File: src/rtl/link_pkg.sv
// Shared types and defaults for the link block reader.
package link_pkg;

    typedef enum logic [2:0] {
        IDLE,
        WAIT_RDY,
        CMD,
        DATA,
        FINISH
    } link_state_t;

    localparam logic [7:0] CMD_READ_DEFAULT = 8'hA5;

endpackage

File: src/rtl/link_block_reader_sck_gen.sv
// Serial clock divider: low phase first, SCK_DIV clk cycles per half-period,
// plus one-cycle enables flagging the last cycle before each sck edge.
module sck_gen #(
    parameter int SCK_DIV = 4
) (
    input  logic clk,
    input  logic arstn,
    input  logic en,
    output logic sck,
    output logic fall_pre,
    output logic rise_pre
);

    localparam logic [7:0] LAST = 8'(SCK_DIV - 1);

    logic [7:0] cnt;
    logic       phase_end;

    // Dropping en parks sck low and rewinds the phase so the next run starts low.
    always_ff @(posedge clk or negedge arstn) begin
        if (!arstn) begin
            cnt <= '0;
            sck <= 1'b0;
        end else if (!en) begin
            cnt <= '0;
            sck <= 1'b0;
        end else if (cnt == LAST) begin
            cnt <= '0;
            sck <= ~sck;
        end else begin
            cnt <= cnt + 8'd1;
        end
    end

    assign phase_end = en && (cnt == LAST);
    assign rise_pre  = phase_end && !sck;
    assign fall_pre  = phase_end && sck;

endmodule

File: src/rtl/link_block_reader.sv
// Reads one block from a remote device: waits for rdy, sends a command byte,
// then clocks in BLOCKSIZE bytes MSB first.
module link_block_reader
    import link_pkg::*;
#(
    parameter int          BLOCKSIZE = 8192,
    parameter int          SCK_DIV   = 4,
    parameter logic [7:0]  CMD_READ  = CMD_READ_DEFAULT
) (
    input  logic       clk,
    input  logic       arstn,
    input  logic       start,
    input  logic       rdy,
    input  logic       miso,
    output logic       sck,
    output logic       mosi,
    output logic [7:0] dout,
    output logic       dout_valid,
    output logic       busy,
    output logic       done
);

    localparam int              BCW       = $clog2(BLOCKSIZE + 1);
    localparam logic [BCW-1:0]  LAST_BYTE = BCW'(BLOCKSIZE - 1);

    link_state_t    state;
    logic [1:0]     rdy_sync;
    logic [1:0]     miso_sync;
    logic           rdy_s;
    logic           miso_s;
    logic [2:0]     bit_cnt;
    logic [BCW-1:0] byte_cnt;
    logic [7:0]     cmd_sr;
    logic [6:0]     shift_sr;
    logic           sck_en;
    logic           fall_pre;
    logic           rise_pre;

    always_ff @(posedge clk or negedge arstn) begin
        if (!arstn) begin
            rdy_sync  <= '0;
            miso_sync <= '0;
        end else begin
            rdy_sync  <= {rdy_sync[0], rdy};
            miso_sync <= {miso_sync[0], miso};
        end
    end

    assign rdy_s  = rdy_sync[1];
    assign miso_s = miso_sync[1];
    assign sck_en = (state == CMD) || (state == DATA);

    sck_gen #(
        .SCK_DIV (SCK_DIV)
    ) u_sck_gen (
        .clk      (clk),
        .arstn    (arstn),
        .en       (sck_en),
        .sck      (sck),
        .fall_pre (fall_pre),
        .rise_pre (rise_pre)
    );

    // bit_cnt advances as each sck period goes high, so it reads 0 at the
    // falling edge that closes the 8th period of a byte.
    always_ff @(posedge clk or negedge arstn) begin
        if (!arstn) begin
            state      <= IDLE;
            bit_cnt    <= '0;
            byte_cnt   <= '0;
            cmd_sr     <= '0;
            shift_sr   <= '0;
            mosi       <= 1'b0;
            dout       <= '0;
            dout_valid <= 1'b0;
            busy       <= 1'b0;
            done       <= 1'b0;
        end else begin
            dout_valid <= 1'b0;
            done       <= 1'b0;
            if (rise_pre) begin
                bit_cnt <= bit_cnt + 3'd1;
            end
            case (state)
                IDLE: begin
                    if (start) begin
                        state    <= WAIT_RDY;
                        busy     <= 1'b1;
                        bit_cnt  <= '0;
                        byte_cnt <= '0;
                    end
                end
                WAIT_RDY: begin
                    if (rdy_s) begin
                        state  <= CMD;
                        mosi   <= CMD_READ[7];
                        cmd_sr <= {CMD_READ[6:0], 1'b0};
                    end
                end
                CMD: begin
                    // mosi moves with the falling edge, so it is stable across every high phase.
                    if (fall_pre) begin
                        if (bit_cnt == 3'd0) begin
                            state <= DATA;
                            mosi  <= 1'b0;
                        end else begin
                            mosi   <= cmd_sr[7];
                            cmd_sr <= {cmd_sr[6:0], 1'b0};
                        end
                    end
                end
                DATA: begin
                    if (fall_pre) begin
                        shift_sr <= {shift_sr[5:0], miso_s};
                        if (bit_cnt == 3'd0) begin
                            dout       <= {shift_sr, miso_s};
                            dout_valid <= 1'b1;
                            byte_cnt   <= byte_cnt + BCW'(1);
                            if (byte_cnt == LAST_BYTE) begin
                                state <= FINISH;
                            end
                        end
                    end
                end
                FINISH: begin
                    done  <= 1'b1;
                    busy  <= 1'b0;
                    state <= IDLE;
                end
                default: state <= IDLE;
            endcase
        end
    end

endmodule

File: config.mk
export PLATFORM = sky130hd
export DESIGN_NAME = link_block_reader
export DESIGN_NICKNAME = d
export VERILOG_FILES = /design/src/rtl/link_pkg.sv /design/src/rtl/link_block_reader_sck_gen.sv /design/src/rtl/link_block_reader.sv
export SDC_FILE = /design/constraint.sdc
export NUM_CORES = 1
export LEC_CHECK = 0
export CELL_PAD_IN_SITES_DETAIL_PLACEMENT = 1
export CELL_PAD_IN_SITES_GLOBAL_PLACEMENT = 1
export CORE_MARGIN = 2
export CORE_UTILIZATION = 32
export DETAILED_ROUTE_END_ITERATION = 6
export PLACE_DENSITY = 0.66
export SLEW_MARGIN = 0
export SYNTH_ARGS = -nofsm -noshare
export SYNTH_HDL_FRONTEND = slang
export SYNTH_SLANG_ARGS = --single-unit
File: constraint.sdc
create_clock -name clk -period 5.1 [get_ports clk]
set_input_delay 0.765 -clock clk [delete_from_list [all_inputs] [get_ports clk]]
set_output_delay 0.765 -clock clk [all_outputs]
set_load 0.01 [all_outputs]
Word level (Yosys, flattened, before mapping)
Cells that the tools add are included.
W data, S select, Z words.
- input port bits: 5
- register bits: 60
- output and inout port bits: 13
- $add $sub $neg: 3
- bitwise operators: 1
- reduce and logical (&&, ||, !) cells: 17
- equal/unequal tests: 15
- muxes and demuxes: 33
- operator list (cell ; count):
    $mux W14 ; 3
    $mux W8 ; 5
    $mux W3 ; 10
    $pmux W14 S2 ; 1
    $pmux W8 S2 ; 1
    $add A14 B1 Y14 const B ; 1
    $eq A14 B13 Y1 const B ; 1
    $ne A2 B2 Y1 const B ; 6
    $pmux W3 S4 ; 1
    $mux W1 ; 10
    $add A8 B1 Y8 const B ; 1
    $eq A8 B2 Y1 const B ; 1
    $reduce_and A4 Y1 ; 2
    $reduce_and A7 Y1 ; 1
    $eq A3 B2 Y1 const B ; 2
    $logic_not A3 Y1 ; 2
    $ne A2 B1 Y1 const B ; 3
    $reduce_and A3 Y1 ; 2
    $reduce_bool A2 Y1 ; 3
    $pmux W1 S2 ; 2
    $reduce_and A2 Y1 ; 2
    $add A3 B1 Y3 const B ; 1
    $eq A3 B1 Y1 const B ; 1
    $eq A3 B3 Y1 const B ; 1
    other kinds (4) ; 6

Logic depth before layout (Yosys ltp)
- depth in word-level cells: 7
- gate-level depth with buffers: 8
- mapped depth without buffers: 7

Modules after synthesis
A second synthesis with hierarchy kept.
- cell total of the unflattened synthesis: 253
- area total of the unflattened synthesis: 2652.5 µm²
- modules (own cells, without submodules) (module ; cells each ; times used ; seq. area each (µm²) ; area each (µm²)):
    link_block_reader ; 208 ; 1 ; 1251.2 ; 2214.6
    sck_gen ; 45 ; 1 ; 225.2 ; 437.9

Least setup slack after synthesis
OpenSTA, ideal clock, no wires.
- path kind: register to register
- start point: reg u_sck_gen.cnt[0]
- end point: reg byte_cnt[12]
- clock period less this slack: 1816 ps
- setup time: 126 ps
- path buffers: 1
- arrival: 1690 ps
- cell stages (with the launch flop): 8
- slack: 3284 ps
- path through: dfrtp_1 ha_1 nor4b_4 nand4_2 and2_4 buf_6 o21ai_1 o31ai_1
- cells in the longest elaborated chain, start to end: 5
- ends and longest elaborated chain (what ; line ; text):
    start: declaration ; link_block_reader_sck_gen.sv:16 ; logic [7:0] cnt;
    start signal: assignment ; link_block_reader_sck_gen.sv:31 ; cnt <= cnt + 8'd1;
    $eq A8 B2 Y1 ; link_block_reader_sck_gen.sv:35 ; assign phase_end = en && (cnt == LAST);
    $logic_and A1 B1 Y1 ; link_block_reader_sck_gen.sv:35 ;
    $logic_and A1 B1 Y1 ; link_block_reader_sck_gen.sv:37 ; assign fall_pre = phase_end && sck;
    $ne A2 B2 Y1 (no line) ; n/a ;
    $reduce_and A4 Y1 (no line) ; n/a ;
    end signal: assignment ; link_block_reader.sv:118 ; byte_cnt <= byte_cnt + BCW'(1);
    end: declaration ; link_block_reader.sv:32 ; logic [BCW-1:0] byte_cnt;
No other way between the ends.
A chain may end at the register's enable or synchronous reset.

Final worst setup path
Ends and elaborated chain as after synthesis.

==> flow_summary.ini <==
[synthesis]
netlist_area_mm2 = 0.00273
ys_types = 46
synth_edf_count = 0
synth_warnings = 0
async_flop_share_pct = 100
synth_top_flop_cell = dfrtp_1
synthCells = 266
syn-num-nets = 275
ys_seq_elements = 59
ys_seq_area_share_pct = 54.1
avgSynthCellArea_um2 = 10.3

[layout]
seq_area_mm2 = 0.00148
instances_no_fill = 397
multi_input_area_mm2 = 0.00117
drive_gt1_share_pct = 13.0
layout_common_cells = dfrtp_1, nand2_1, nor2_1, nand3_1, clkdlybuf4s50_1
final_util_pct = 38.9
stdcell_area_mm2 = 0.00321
final_common_cell = dfrtp_1
fillers = 956
diodes = 0
fin_nets = 296
syn2layout_area_growth_pct = 17.5

[global_routing]
use_met1_pct = 20.2
grt.busiest_layer = met2
use_met3_pct = 3.03
grt.total_usage_pct = 14.9
grt_pass1_vias = 2154
gr-total-overflow = 0
grt_pass1_wl_mm = 10.6
antenna_found_initial = 0
grt_use_met2_pct = 23.2
grt_max_degree = 60

[power]
sw_frac_of_total_pct = 35.4
powerDensity_mw_per_mm2 = 511
combPwrFrac_pct = 28.0
total_power_uw = 1640
intPower_uw = 1060
seqPwrFrac_pct = 42.3
irDropWorstVdd_uv = 308
leakage_uw = 0.00144
p_switching_uw = 579
pwr-share-clk_pct = 29.7

[sta]
relSlewSlack_pct = 49.6
min_period_ps = 2280
hold_viol_final = 0
setup_viol = 0
slew_viol_final = 0
tns_ps = 0
grt_setup_unrepaired = false
clock.fmax_ghz = 0.439
tightest_slew_ps = 756
finalCritPeriodShare_pct = 44.7
skew_ps = 9.23

[cts]
cts_buffers = 9
htreeDepth = 3
cts.clk_slew.worst_paths_ps = 70
root_buffer = clkbuf_8
cts_resized = 0
clk_latency_ps = 340
cts_hold_buf = 0
cts.sinks = 59
postCtsSetupRepairBufs = 0
cts_tree = built
clk_path_buf_depth = 2

[route]
drt_wl_total_mm = 6.07
drtIter0Drc = 77
wire_per_inst_um = 15.3
vias = 2020
drc = 0
final_antenna_net_count = 0
vias_per_cell = 5.09
drt_pass1_iterations = 5

[placement]
io_buffers = 17
dp.cells = 381
gp_congestion = 0.800
postPlaceCellArea_mm2 = 0.00298
post-dp-hpwl_mm = 4.18

[floorplan]
die_area_mm2 = 0.00929
initial_utilization_pct = 33.1
ios = 18
rows = 33
coreArea_mm2 = 0.00826
die_w_um = 96.4
die_h_um = 96.4

[critical_path]
crit_type = register to register
startpoint_type = register
ff2ff_path_depth = 4
r2r-start = u_sck_gen.cnt[0]$_DFF_PN0_
worstPathRequired_ps = 5340
r2r_slack_ps = 2820
cp.arrival_ps = 2520
end_kind = register
crit_fanout = 12
r2r_end = byte_cnt[12]$_DFFE_PN0P_

[hold_path]
whs_path_depth = 0
hp-start = miso_sync[0]$_DFF_PN0_
whs_endpoint = miso_sync[1]$_DFF_PN0_
hold_class = register to register

[outcome]
status = completed

[flow_run]
drv_cap = 0
==> stage by stage <==
stage	hold WS [ps]	setup WS, ps
floorplan	331	3280
global placement	333	2870
detailed placement	336	2790
CTS	350	2810
global route	359	2560
finish	346	2820
==> area by class of cell <==
type	instances	area share (%)
tap	105	4.09
clock buffer	12	4.83
clock inverter	4	2.26
timing repair buffer	18	5.38
multi-input combinational	191	36.5
sequential	59	46.0
inverter	8	0.936
==> routing by layer <==
| layer | share of wire (%) | wire, um |
|---|---|---|
| met1 | 48 | 2910 |
| met2 | 48 | 2910 |
| met3 | 2.1 | 127 |
| met4 | 2.0 | 124 |
| met5 | 0 | 0 |
==> sequential cells by signal, indices dropped and copies added, names as in the netlist <==
signal / count
mosi: 1
state: 3
miso_sync: 2
busy: 1
u_sck_gen.cnt: 8
bit_cnt: 3
done: 1
cmd_sr: 7
dout: 8
byte_cnt: 14
shift_sr: 7
dout_valid: 1
u_sck_gen.sck: 1
rdy_sync: 2
==> cell usage after synthesis, types with 2 or more instances <==
cell	n	area share (%)
dfrtp_1	59	54
nand2_1	42	5.8
nor2_1	27	3.7
nand3_1	18	3.3
o21ai_1	11	2.0
o21ai_0	9	1.6
a31oi_1	8	1.8
inv_1	8	1.1
mux2_2	7	2.9
o31ai_1	6	1.6
xor2_1	6	1.9
and3_1	5	1.1
buf_2	4	0.73
ha_1	4	1.8
o21ai_2	4	1.3
and2_1	3	0.69
nand4_1	3	0.69
nor3_1	3	0.55
xnor2_1	3	0.96
a21oi_1	2	0.37
a32o_1	2	0.73
and3b_1	2	0.64
buf_6	2	0.82
nand2b_1	2	0.46
nand4_2	2	0.92
nor2b_1	2	0.46
nor4_1	2	0.46
o22a_1	2	0.64
==> kinds of logic after synthesis <==
kind of cell / synth area share [%]
compound gates: 11.5
xor+xnor: 2.89
fa+ha+maj: 1.83
buf+inv: 3.07
flops: 54.1
mux: 3.25
simple gates: 23.4
==> how the worst max path moves through the flow <==
stage	cells after the start	slack, ps	to	start
finish	4	2820	byte_cnt[12]$_DFFE_PN0P_	u_sck_gen.cnt[0]$_DFF_PN0_
global route	4	2560	byte_cnt[9]$_DFFE_PN0P_	u_sck_gen.cnt[0]$_DFF_PN0_
CTS	4	2810	byte_cnt[12]$_DFFE_PN0P_	u_sck_gen.cnt[0]$_DFF_PN0_
detailed placement	4	2790	byte_cnt[12]$_DFFE_PN0P_	u_sck_gen.cnt[0]$_DFF_PN0_
global placement	4	2870	byte_cnt[12]$_DFFE_PN0P_	u_sck_gen.cnt[0]$_DFF_PN0_
floorplan	7	3280	byte_cnt[12]$_DFFE_PN0P_	u_sck_gen.cnt[0]$_DFF_PN0_
==> power groups by stage <==
stage | sequential (uW) | combinational, uW | clock [uW]
6_report | 693 | 459 | 487
4_1_cts | 693 | 467 | 503
3_3_place_gp | 692 | 449 | 0
3_5_place_dp | 699 | 463 | 0
5_1_grt | 712 | 530 | 524
2_1_floorplan | 658 | 361 | 0
==> worst max-delay path: stages, from the launching register on <==
cell and delay, ps:
dfrtp_1 410, ha_1 250, nor4b_4 450, nand4_1 640
o31ai_1 430
Note: power is estimated with default switching activity, not from simulation.
